==> config.mk <==
export PLATFORM = sky130hd
export DESIGN_NAME = bcd_alu_seq
export DESIGN_NICKNAME = d
export VERILOG_FILES = /design/src/rtl/bcd_alu_pkg.sv /design/src/rtl/bin_to_bcd_seq.sv /design/src/rtl/bcd_alu_seq.sv
export SDC_FILE = /design/constraint.sdc
export NUM_CORES = 1
export LEC_CHECK = 0
export ABC_AREA = 1
export ABC_CLOCK_PERIOD_IN_PS = 4900
export CAP_MARGIN = 20
export CORE_ASPECT_RATIO = 0.6
export CORE_MARGIN = 2
export CORE_UTILIZATION = 40
export CTS_CLUSTER_SIZE = 8
export DETAILED_ROUTE_END_ITERATION = 10
export PLACE_DENSITY = 0.67
export SLEW_MARGIN = 20
export SYNTH_ARGS = -nofsm -noshare
export SYNTH_HDL_FRONTEND = slang
export SYNTH_SLANG_ARGS = --single-unit
==> constraint.sdc <==
create_clock -name clk -period 4.9 [get_ports clk]
set_input_delay 0.735 -clock clk [delete_from_list [all_inputs] [get_ports clk]]
set_output_delay 0.735 -clock clk [all_outputs]
set_load 0.05 [all_outputs]
==> src/rtl/bcd_alu_pkg.sv <==
// bcd_alu_pkg: shared state encoding, op codes and width helpers for the sequential BCD ALU
package bcd_alu_pkg;
    typedef enum logic [2:0] {IDLE, CONVERT, EXEC, DABBLE, DONE} aluState;
    localparam logic [1:0] OP_NONE = 2'd0;
    localparam logic [1:0] OP_ADD  = 2'd1;
    localparam logic [1:0] OP_SUB  = 2'd2;
    localparam logic [1:0] OP_MUL  = 2'd3;
    function automatic int resultDigits(input int digits);
        return 2 * digits;
    endfunction
    function automatic int binWidth(input int digits);
        return 4 * digits;
    endfunction
endpackage

==> src/rtl/bin_to_bcd_seq.sv <==
// bin_to_bcd_seq: serial double-dabble, one input bit per cycle; finished flags the final shift cycle
module bin_to_bcd_seq #(
    parameter int BW = 8
) (
    input  logic            clk,
    input  logic            rst,
    input  logic            load,
    input  logic [2*BW-1:0] bin,
    output logic [2*BW-1:0] bcd,
    output logic            finished
);
    localparam int CW = $clog2(2 * BW + 1);
    logic [2*BW-1:0] shReg, adj;
    logic [CW-1:0] cnt;
    always_comb begin
        adj = bcd;
        for (int i = 0; i < BW / 2; i++)
            adj[4*i +: 4] = bcd[4*i +: 4] >= 4'd5 ? bcd[4*i +: 4] + 4'd3 : bcd[4*i +: 4];
    end
    // Asserted while the last shift is in flight so the parent can leave DABBLE on the same edge
    assign finished = cnt == CW'(1);
    always_ff @(posedge clk or posedge rst) begin
        if (rst) begin
            shReg <= '0;
            bcd <= '0;
            cnt <= '0;
        end else if (load) begin
            shReg <= bin;
            bcd <= '0;
            cnt <= CW'(2 * BW);
        end else if (cnt != '0) begin
            bcd <= {adj[2*BW-2:0], shReg[2*BW-1]};
            shReg <= shReg << 1;
            cnt <= cnt - CW'(1);
        end
    end
endmodule

==> src/rtl/bcd_alu_seq.sv <==
// bcd_alu_seq: iterative packed-BCD add/sub/mul with start/done handshake, sign and error flags
module bcd_alu_seq
    import bcd_alu_pkg::*;
#(
    parameter int DIGITS = 2,
    localparam int RDIGITS = resultDigits(DIGITS),
    localparam int BW = binWidth(DIGITS)
) (
    input  logic                 clk,
    input  logic                 rst,
    input  logic                 start,
    input  logic [4*DIGITS-1:0]  operand_a,
    input  logic [4*DIGITS-1:0]  operand_b,
    input  logic [1:0]           op_sel,
    output logic                 busy,
    output logic                 done,
    output logic [4*RDIGITS-1:0] result,
    output logic                 negative,
    output logic                 error
);
    localparam int CW = $clog2(BW);
    aluState state;
    logic [BW-1:0] aReg, bReg, aBin, bBin, diff;
    logic [1:0] opReg;
    logic [2*BW-1:0] acc, accNext, execVal, bcdOut;
    logic [CW-1:0] cnt;
    logic negReg, errReg, badInput, load, finished;
    always_comb begin
        badInput = op_sel == OP_NONE;
        for (int i = 0; i < DIGITS; i++)
            badInput = badInput | (operand_a[4*i +: 4] > 4'd9) | (operand_b[4*i +: 4] > 4'd9);
    end
    // Multiplier bit cnt selects whether the shifted multiplicand joins the accumulator
    assign accNext = acc + (bBin[cnt] ? {{BW{1'b0}}, aBin} << cnt : '0);
    assign diff = aBin >= bBin ? aBin - bBin : bBin - aBin;
    assign execVal = opReg == OP_ADD ? {{BW{1'b0}}, aBin} + {{BW{1'b0}}, bBin}
                   : opReg == OP_SUB ? {{BW{1'b0}}, diff} : accNext;
    assign load = state == EXEC && (opReg != OP_MUL || cnt == CW'(BW - 1));
    bin_to_bcd_seq #(.BW(BW)) u_dabble (
        .clk(clk),
        .rst(rst),
        .load(load),
        .bin(execVal),
        .bcd(bcdOut),
        .finished(finished)
    );
    always_ff @(posedge clk or posedge rst) begin
        if (rst) begin
            state <= IDLE;
            busy <= 1'b0;
            done <= 1'b0;
            result <= '0;
            negative <= 1'b0;
            error <= 1'b0;
            aReg <= '0;
            bReg <= '0;
            aBin <= '0;
            bBin <= '0;
            opReg <= OP_NONE;
            acc <= '0;
            cnt <= '0;
            negReg <= 1'b0;
            errReg <= 1'b0;
        end else begin
            done <= 1'b0;
            case (state)
                IDLE: begin
                    busy <= start;
                    if (start) begin
                        aReg <= operand_a;
                        bReg <= operand_b;
                        opReg <= op_sel;
                        aBin <= '0;
                        bBin <= '0;
                        acc <= '0;
                        cnt <= '0;
                        errReg <= badInput;
                        state <= badInput ? DONE : CONVERT;
                    end
                end
                CONVERT: begin
                    aBin <= BW'(aBin * 10 + aReg[BW-1 -: 4]);
                    bBin <= BW'(bBin * 10 + bReg[BW-1 -: 4]);
                    aReg <= aReg << 4;
                    bReg <= bReg << 4;
                    cnt <= cnt == CW'(DIGITS - 1) ? '0 : cnt + CW'(1);
                    if (cnt == CW'(DIGITS - 1)) state <= EXEC;
                end
                EXEC: begin
                    acc <= accNext;
                    cnt <= cnt + CW'(1);
                    negReg <= opReg == OP_SUB && aBin < bBin;
                    if (load) state <= DABBLE;
                end
                DABBLE: if (finished) state <= DONE;
                DONE: begin
                    done <= 1'b1;
                    result <= errReg ? '0 : bcdOut;
                    negative <= negReg & ~errReg;
                    error <= errReg;
                    state <= IDLE;
                end
                default: state <= IDLE;
            endcase
        end
    end
endmodule

Word-level counts from Yosys, hierarchy flattened
Index checks and enable logic that the tools add are counted.

Add/subtract/negate cells: 12. Multiply operators: 2. $lt $le $gt $ge: 11. Equality and inequality tests: 14. Shifts and indexed selects: 1. Mux-type cells: 36. Bitwise operators: 6. Reduce and logical (&&, ||, !) cells: 15.

Operator list (count): $mux W16 (9); $pmux W8 S2 (4); $mux W8 (4); $pmux W16 S2 (1); $mux W3 (8); $add A16 B16 Y16 (1); $add A8 B4 Y8 (2); $ge A4 B3 Y1 const B (4); $gt A4 B4 Y1 const B (4); $mul A8 B3 Y7 const B (2); $shl A8 B3 Y16 (1); $sub A8 B8 Y8 (2); $add A4 B2 Y4 const B (3); $mux W4 (3); $pmux W3 S4 (1); $mux W5 (2); $ne A2 B2 Y1 const B (5); $add A8 B8 Y9 (1); $pmux W3 S3 (1); $ge A8 B8 Y1 (1); $lt A8 B8 Y1 (1); $reduce_and A2 Y1 (4); $eq A3 B1 Y1 const B (2); $eq A3 B2 Y1 const B (2); other kinds (21) (29).

Bits in registers: 115. Input bits: 21. Word-level logic and storage cells: 115.

Depth between registers and ports, before layout
Gate-level depths: netlist of the first run.

Depth in word-level cells: 8. Mapped depth: 20. Depth with buffers taken out: 20.

By module
A second synthesis of the first run with hierarchy kept.

Cell total of the unflattened synthesis: 1162. Area total of the unflattened synthesis: 8552.0 um^2.

Modules (own cells, without submodules): bcd_alu_seq (instances 1, cells each 889, area an instance 6416.2 um^2, sequential area each 1951.9 um^2); bin_to_bcd_seq (instances 1, cells each 273, area an instance 2135.8 um^2, sequential area each 925.9 um^2).

Worst setup path after synthesis of the first run
Ideal clock, no wire load.

Path type: reg2reg. From: register cnt[0]. To: register u_dabble.shReg[8]. Library setup time: 0.116 ns. Data arrival time: 2.374 ns. Path slack: 2.409 ns. Stages on the path, launching flop included: 18. Path buffers: 1. Cell sequence: dfrtp_1 > clkbuf_1 > a21oi_1 > o21ai_0 > nand2_1 > nand2_1 > nand2_1 > o21ai_0 > inv_1 > ha_1 > nand2_1 > o21ai_0 > a21oi_1 > or2_2 > nand3_1 > nand2_1 > nand2_1 > nand2_1.

Cells in the longest elaborated chain, start to end: 7. Elaborated cells between the ends (all ways): 12. Classes of those cells: 1 x add/sub; 1 x eq/ne; 1 x shift; 6 x mux; 3 x reduce/logical.

Ends and longest elaborated chain: start, declared (line bcd_alu_seq.sv:26) `logic [CW-1:0] cnt;`; start signal, assigned (line bcd_alu_seq.sv:86) `cnt <= cnt == CW'(DIGITS - 1) ? '0 : cnt + CW'(1);`; start signal, assigned (line bcd_alu_seq.sv:91) `cnt <= cnt + CW'(1);`; $bmux W1 S3 (line bcd_alu_seq.sv:34) `assign accNext = acc + (bBin[cnt] ? {{BW{1'b0}}, aBin} << cnt : '0);`; $mux W1 (not written as such) (line bcd_alu_seq.sv:34); $mux W16 (line bcd_alu_seq.sv:34); $add A16 B16 Y16 (line bcd_alu_seq.sv:34); $mux W16 (line bcd_alu_seq.sv:37) `: opReg == OP_SUB ? {{BW{1'b0}}, diff} : accNext;`; $mux W16 (line bcd_alu_seq.sv:36) `assign execVal = opReg == OP_ADD ? {{BW{1'b0}}, aBin} + {{BW{1'b0}}, bBin}`; $mux W16 (line bin_to_bcd_seq.sv:27) `end else if (load) begin`; end signal, assigned (line bin_to_bcd_seq.sv:28) `shReg <= bin;`; end signal, assigned (line bin_to_bcd_seq.sv:33) `shReg <= shReg << 1;`; end, declared (line bin_to_bcd_seq.sv:13) `logic [2*BW-1:0] shReg, adj;`.

Parallel ways exist; a longest one is shown, timed or not. The select of a mux whose other input is x is not followed. A chain may end at the register's enable or synchronous reset.

Worst setup path in the final report of the first run
From: register cnt[0]. To: register u_dabble.bcd[5].

Cells in the longest elaborated chain, start to end: 4. Elaborated cells between the ends (all ways): 5. Classes of those cells: 1 x eq/ne; 1 x mux; 3 x reduce/logical.

Ends and longest elaborated chain: $eq A3 B3 Y1 (*) (line bcd_alu_seq.sv:38) `assign load = state == EXEC && (opReg != OP_MUL || cnt == CW'(BW - 1));`; $logic_or A1 B1 Y1 (*) (line bcd_alu_seq.sv:38); $logic_and A1 B1 Y1 (*) (line bcd_alu_seq.sv:38); $mux W16 or $reduce_bool A2 Y1 (tied branches); end signal, assigned (line bin_to_bcd_seq.sv:32) `bcd <= {adj[2*BW-2:0], shReg[2*BW-1]};`; end, declared (line bin_to_bcd_seq.sv:9) `output logic [2*BW-1:0] bcd,`.

Every way passes the cells marked *; elsewhere a longest branch is shown, timed or not.

==> results.tsv, run 1 <==
stage	metric	value	unit
final_layout	proportion of layout cells with a drive suffix above 1	5.26	%
final_layout	area of the multi-input gates	4610	sq um
power	Gate power share	2.8	%
yosys	syn_nets	1197	
setup_path	Startpoint Class	register	
sta	Tcrit/Tclk final	70.4	%
sta	Final min period	3450	ps
worst_hold_path	hold path cells	2	
yosys	Compound-Gate Fraction of Synth Area	14.2	%
sta	Final WS setup	1450	ps
power	leakage power	4.51	nW
power	Flop pwr share	40.5	%
placed_design	DP Area	8750	sq um
clocking	clock buffer count from CTS	17	
power	Sw Ratio	21.6	%
clocking	clock buffer depth	2	
global_routing	Total GRT Usage	21.2	%
placed_design	Cells after DPL	1382	
yosys	main combinational cell family by area after synthesis	simple AND/OR/NAND/NOR gates	
global_routing	largest net degree at the start of global routing	49	
yosys	Ys Warns	0	
die	Starting Density	40.7	%
clocking	setup bufs post-CTS	0	
yosys	ys flop type	dfrtp_1	
clocking	CTS Hold Buffers Added	0	
clocking	clk_lat worst skew	420	ps
global_routing	vias in the first global route	6735	
setup_path	crit path max fanout	25	
final_layout	Layout area overhead	15.1	%
die	Die X	188	microns
die	Core Footprint	20000	sq um
global_routing	grt met2 use	26.1	%
yosys	sequential-to-total area share from yosys stat	35.3	%
yosys	post-synthesis cell type count	46	
sta	maximum clock rate	290	MHz
detailed_routing	drt first pass iters	5	
yosys	ys async rst share	100	%
global_routing	GR Layer Usage met3	4.96	%
global_routing	GR Util met1	35.5	%
yosys	Synth Instances	1096	
power	power density cells	253	nW/um^2
setup_path	Worst Path Required	5220	ps
sta	Slew Limit Fails	0	
power	Max VDD drop	175	uV
sta	setup TNS	0	ps
clocking	CTS tree	yes	
sta	count of final hold-check violations	0	
placed_design	dpl hpwl	16300	microns
global_routing	first-pass GRT wire length	36100	microns
final_layout	ANT cells	0	
placed_design	routability cong.	0.930	
clocking	htree depth	4	
sta	Setup violations, final	0	
sta	RSZ-0062 raised after global routing	no	
final_layout	nets@finish	1229	
die	cell row count	40	
power	cell-internal power	1.86	mW
detailed_routing	Routed Antenna Nets	0	
global_routing	initial antenna violation count	0	
setup_path	critical path class	reg2reg	
detailed_routing	routed len/inst	15.2	microns
clocking	post-cts resize count	0	
sta	worst-margin pin slew	893	ps
yosys	mapped cell area	8150	sq um
power	Clk pwr share	56.8	%
run_status	status	completed	
yosys	post-synthesis adder-cell area fraction	13.0	%
placed_design	Post-Place Worst Slack	1480	ps
setup_path	Setup crit end kind	register	
yosys	EDFF count, synth	0	
final_layout	fin area	9380	sq um
run	max_cap viols	0	
clocking	clk sink count	115	
detailed_routing	drt first-iter violations	791	
detailed_routing	residual DRC count	0	
yosys	simple-gate share of the synthesized area	26.8	%
final_layout	register area	2880	sq um
power	power consumption	2.37	mW
global_routing	Top Usage Layer GRT	met1	
placed_design	Port Buf Inserts	40	
yosys	Seq cells post-synth	115	
setup_path	Worst EP arrival	3770	ps
final_layout	Final Non-Filler Cells	1414	
sta	Setup Skew	7.33	ps
clocking	Clock Tree Root	clkbuf_16	
detailed_routing	vias	7420	
die	Die ar.	21600	sq um
setup_path	Worst R2R Path Depth	9	
detailed_routing	drt total wl	21600	microns
yosys	mux cell area share after synthesis	0.123	%
final_layout	Filler cells	2002	
yosys	Avg Inst Size Synth	7.44	sq um
yosys	Synth Area in XOR/XNOR	2.47	%
die	Die Height	115	microns
worst_hold_path	Hold Crit Class	reg2reg	
clocking	Worst-path clk slew	60	ps
power	Net Switching	511	uW
sta	Rel. slew slack	40.3	%
global_routing	Overflow after GRT	0	
die	io pins	41	
detailed_routing	via density per instance	5.25	
cells in the final DEF, fill, tap and decap left out, types with 3 or more instances in the layout:
cell type / Yosys / layout
nand3b_1: 3 / 3
clkinv_4: 0 / 4
inv_2: 5 / 5
nor2_1: 82 / 82
o22ai_1: 24 / 24
buf_4: 2 / 3
bufinv_16: 0 / 4
clkinv_2: 1 / 3
dfrtp_1: 115 / 115
o21a_1: 4 / 4
fa_1: 8 / 8
inv_1: 122 / 121
o211ai_1: 3 / 3
nand3_1: 84 / 84
clkdlybuf4s50_1: 0 / 40
a21o_1: 3 / 3
nand2_1: 302 / 302
a21oi_1: 55 / 55
nor2_2: 4 / 4
ha_1: 72 / 72
nor3_1: 12 / 12
xor2_1: 17 / 17
a32o_1: 3 / 3
clkbuf_16: 0 / 17
nor2_4: 4 / 4
o21ai_0: 94 / 94
a31oi_1: 11 / 11
xnor2_1: 6 / 6
nand4_1: 8 / 8
kinds of logic after synthesis:
kind of cell / after synthesis
XOR/XNOR: 23
AND/OR/NAND/NOR: 509
multiplexers: 1
adder cells (fa/ha/maj): 80
AO/OA/AOI/OAI: 208
buffers and inverters: 160
flip-flops: 115
critical path, cell delays in order, from the launching register on:
cell      delay, ps
dfrtp_1         590
ha_1            320
ha_1            170
nor2_1          140
nand2_1         100
nand2_4         230
clkinv_2        240
nor2_2          620
inv_1           590
o22ai_1         320
metrics by stage:
step | hold slack (ps) | utilization [%]
floorplan | 449 | -
global placement | 471 | 43.7
detailed placement | 470 | 43.7
CTS | 486 | 46.9
global route | 504 | 46.9
finish | 481 | 46.9
synthesized netlist by cell type, types with 2 or more instances:
master	instances	area share (%)
a22o_1	2	0.21
nor2_4	4	0.55
o22ai_1	24	1.8
buf_6	5	0.69
o211ai_1	3	0.28
a21oi_1	55	3.4
nand3b_1	3	0.28
a21boi_0	2	0.18
ha_1	72	11
buf_2	12	0.74
inv_1	122	5.6
nand3_1	84	5.2
nand4_1	8	0.61
o21ai_1	2	0.12
nand2_4	2	0.28
a31oi_1	11	0.84
clkbuf_1	11	0.51
o21ai_0	94	5.8
nand3_2	2	0.25
a21o_1	3	0.28
nor2_1	82	3.8
xnor2_1	6	0.64
buf_4	2	0.18
fa_1	8	2.0
xor2_1	17	1.8
dfrtp_1	115	35
nor2_2	4	0.31
o21a_1	4	0.37
nand2_1	302	14
inv_2	5	0.23
nor3_1	12	0.74
a32o_1	3	0.37
nor2_8	2	0.49
final timing paths:
path / startpoint / end / slack (ps)
hold / removal: u_dabble.shReg[11]$_DFFE_PP0P_ / u_dabble.shReg[11]$_DFFE_PP0P_ / 480
setup / recovery: cnt[0]$_DFFE_PP0P_ / u_dabble.bcd[5]$_DFFE_PP0P_ / 1450
setup reg to reg: cnt[0]$_DFFE_PP0P_ / u_dabble.bcd[5]$_DFFE_PP0P_ / 1450
hold reg to reg: u_dabble.shReg[11]$_DFFE_PP0P_ / u_dabble.shReg[11]$_DFFE_PP0P_ / 480
max in group asynchronous: rst / bBin[6]$_DFFE_PP0P_ / 3230
min in group asynchronous: rst / busy$_DFFE_PP0P_ / 750
state kept, by name (all words and copies together), names as in the netlist, 2 cells and up:
signal,count
aReg,8
result,16
acc,16
state,3
u_dabble.cnt,5
aBin,8
u_dabble.bcd,16
bReg,8
u_dabble.shReg,16
bBin,8
cnt,3
opReg,2
metal layers:
metal | share of wire [%] | up-vias | wire length [microns]
li1 | - | 3676 | -
met4 | 1.1 | 0 | 231
met2 | 35 | 292 | 7620
met3 | 9.0 | 24 | 1940
met1 | 55 | 3428 | 11800
met5 | 0 | - | 0
final cells by class:
class / instances / share of cell area [%]
clock inverters: 12 / 1.92
multi-input cells: 821 / 49.1
well taps: 273 / 3.64
clock buffers: 20 / 4.87
flip-flops and latches: 115 / 30.7
inverters: 130 / 5.27
repair buffers: 43 / 4.51
power groups by stage:
stage	logic, mW	clock network [mW]	registers, mW
after floorplan	0.0340	0	0.975
after global placement	0.0661	0	0.976
after detailed placement	0.0662	0	0.976
after CTS	0.0666	1.36	0.959
after global routing	0.0745	1.40	0.960
final	0.0654	1.35	0.959
(Power assumes the default switching activity.)
==> inputs of run 2 (changes only) <==
--- a/config.mk
+++ b/config.mk
@@ -6,7 +6,7 @@
 export NUM_CORES = 1
 export LEC_CHECK = 0
 export ABC_AREA = 1
-export ABC_CLOCK_PERIOD_IN_PS = 4900
+export ABC_CLOCK_PERIOD_IN_PS = 3450
 export CAP_MARGIN = 20
 export CORE_ASPECT_RATIO = 0.6
 export CORE_MARGIN = 2
==> constraint.sdc (replaced) <==
create_clock -name clk -period 3.45 [get_ports clk]
set_input_delay 0.5175 -clock clk [delete_from_list [all_inputs] [get_ports clk]]
set_output_delay 0.5175 -clock clk [all_outputs]
set_load 0.05 [all_outputs]
==> results.tsv, run 2 (synthesis results as in run 1) <==
stage	metric	value	unit	change
run	max_cap viols	0		unchanged
setup_path	critical path class	reg2reg		
power	Flop pwr share	42.4	%	+1.9 points
power	power density cells	341	nW/um^2	+35%
setup_path	cell count along the critical path	19		+10
global_routing	initial antenna violation count	0		unchanged
final_layout	most frequent cells in the layout	302 x nand2_1, 121 x inv_1, 114 x dfrtp_1, 94 x o21ai_0, 84 x nand3_1		
setup_path	Startpoint Class	register		
global_routing	Overflow after GRT	0		unchanged
global_routing	vias in the first global route	6908		+2.6%
detailed_routing	drt total wl	22000	microns	+1.8%
setup_path	Top cell by count, worst path	nand2_1		
setup_path	Crit path largest cell delay	530	ps	-90 ps
clocking	clock buffer depth	2		unchanged
power	Sw Ratio	22.0	%	+0.47 points
worst_hold_path	Hold Crit Start	u_dabble.shReg[4]$_DFFE_PP0P_		
final_layout	proportion of layout cells with a drive suffix above 1	6.08	%	+0.82 points
detailed_routing	Routed Antenna Nets	0		unchanged
sta	Slew Limit Fails	0		unchanged
global_routing	Total GRT Usage	21.8	%	+0.60 points
final_layout	Layout area overhead	15.8	%	
power	leakage power	4.55	nW	+0.84%
placed_design	Port Buf Inserts	40		unchanged
setup_path	Buf/Inv on CP	1		-1
setup_path	Critical Path Start	bBin[1]$_DFFE_PP0P_		
sta	Tcrit/Tclk final	90.7	%	+20 points
clocking	CTS tree	yes		
clocking	clk_lat worst skew	430	ps	about the same
detailed_routing	drt first pass iters	5		unchanged
die	io pins	41		unchanged
clocking	Worst-path clk slew	60	ps	about the same
detailed_routing	residual DRC count	0		unchanged
die	cell row count	40		unchanged
setup_path	worst r2r src	bBin[1]$_DFFE_PP0P_		
global_routing	first-pass GRT wire length	36900	microns	+2.4%
sta	setup TNS	0	ps	unchanged
worst_hold_path	Hold Crit Class	reg2reg		
clocking	clock buffer count from CTS	17		unchanged
final_layout	nets@finish	1241		+0.98%
die	Die X	188	microns	unchanged
detailed_routing	routed len/inst	15.4	microns	+1.1%
sta	RSZ-0062 raised after global routing	no		
power	Clk pwr share	54.5	%	-2.3 points
setup_path	crit path max fanout	7		-72%
sta	maximum clock rate	319	MHz	+10%
clocking	htree depth	4		unchanged
global_routing	largest net degree at the start of global routing	35		-29%
sta	worst-margin pin slew	883	ps	-9.46 ps
power	Max VDD drop	398	uV	+130%
detailed_routing	drt first-iter violations	705		-11%
clocking	Clock Tree Root	clkbuf_16		
die	Die Height	115	microns	unchanged
clocking	clk sink count	115		unchanged
power	cell-internal power	2.51	mW	+35%
die	Starting Density	40.7	%	unchanged
die	Core Footprint	20000	sq um	unchanged
placed_design	dpl hpwl	16600	microns	+1.8%
detailed_routing	vias	7430		+0.13%
worst_hold_path	hold path cells	2		unchanged
setup_path	Worst EP arrival	3440	ps	-330 ps
setup_path	Worst Path Required	3760	ps	-1460 ps
power	Net Switching	710	uW	+39%
setup_path	Setup crit end kind	register		
sta	Final min period	3130	ps	-320 ps
setup_path	crit-path leading delay family	simple AND/OR/NAND/NOR gates		
sta	Setup violations, final	0		unchanged
sta	Setup Skew	7.52	ps	+0.196 ps
setup_path	crit-path cells	inv_1 > a21oi_1 > o21ai_0 > nand2_1 > nand2_1 > nor3_1 > ha_1 > fa_1 > nand3_1 > nand2_1 > nand2_1 > nand2_1 > nand2_1 > nand2_1 > o21ai_0 > nor2_1 > nand2_1 > nand2_1 > nand2_1		
detailed_routing	via density per instance	5.22		-0.57%
clocking	CTS Hold Buffers Added	0		unchanged
sta	count of final hold-check violations	0		unchanged
placed_design	routability cong.	0.946		+1.7%
die	Die ar.	21600	sq um	unchanged
run_status	status	completed		
final_layout	ANT cells	0		unchanged
setup_path	slowest CP cell	dfrtp_1		
power	power consumption	3.22	mW	+36%
final_layout	commonest non-fill, non-tap cell in the layout	nand2_1		
power	Gate power share	3.1	%	+0.3 points
setup_path	Worst R2R Path Depth	19		+10
sta	Rel. slew slack	41.0	%	+0.79 points
run 2: cell count changes in the layout (fill, tap and decap cells not counted), sizes merged:
| cell | before | now |
|---|---|---|
| clkbuf | 20 | 22 |
| buf | 3 | 15 |
| inv | 128 | 127 |
| bufinv | 4 | 2 |
| clkinv | 8 | 7 |
run 2: power by group through the flow:
stage / logic [mW] / registers [mW] / clock network [mW]
global route: 0.114 / 1.36 / 1.84
finish: 0.101 / 1.36 / 1.75
global placement: 0.102 / 1.39 / 0
CTS: 0.103 / 1.36 / 1.78
floorplan: 0.0486 / 1.39 / 0
detailed placement: 0.103 / 1.39 / 0
run 2: worst min-delay path, cell delays in order (launching register included):
cell and delay, ps:
dfrtp_1 340, nand2_1 50, nand2_1 50
run 2: worst paths after layout:
check	slack, ps	to
worst max register to register	320	u_dabble.shReg[6]$_DFFE_PP0P_
max in group asynchronous	2140	aBin[0]$_DFFE_PP0P_
min in group asynchronous	600	result[10]$_DFFE_PP0P_
worst min-delay path	480	u_dabble.shReg[4]$_DFFE_PP0P_
worst min register to register	480	u_dabble.shReg[4]$_DFFE_PP0P_
worst max-delay path	320	u_dabble.shReg[6]$_DFFE_PP0P_
run 2: per-layer routing:
metal | vias up | share of wire (%) | GRT usage, %
met5 | - | 0 | 0
met4 | 0 | 0.64 | 4.53
met3 | 14 | 8.7 | 5.85
met2 | 274 | 35 | 27.5
met1 | 3435 | 55 | 35.7
li1 | 3707 | - | -
run 2: through the flow:
stage               setup slack [ps]  hold slack, ps  instance area [sq um]  cells  utilization [%]
global placement                 371             465                   8860   1394             44.3
global route                     130             513                   9440   1424             47.2
CTS                              298             484                   9440   1424             47.2
floorplan                        959             449                   8160   1096                -
detailed placement               352             468                   8860   1394             44.3
finish                           320             476                   9440   1424             47.2
run 2: area by class of cell:
| cell class | instances | area, sq um |
|---|---|---|
| Sequential cell | 115 | 2880 |
| Timing Repair Buffer | 55 | 538 |
| Multi-Input combinational cell | 821 | 4610 |
| Clock buffer | 22 | 474 |
| Tap cell | 273 | 342 |
| Clock inverter | 8 | 104 |
| Fill cell | 2009 | 10600 |
| Inverter | 130 | 495 |
run 2: what timing repair did:
item                       CTS  global route
setup buffers                0             0
setup endpoints to repair    0             4
resized for setup            0             1
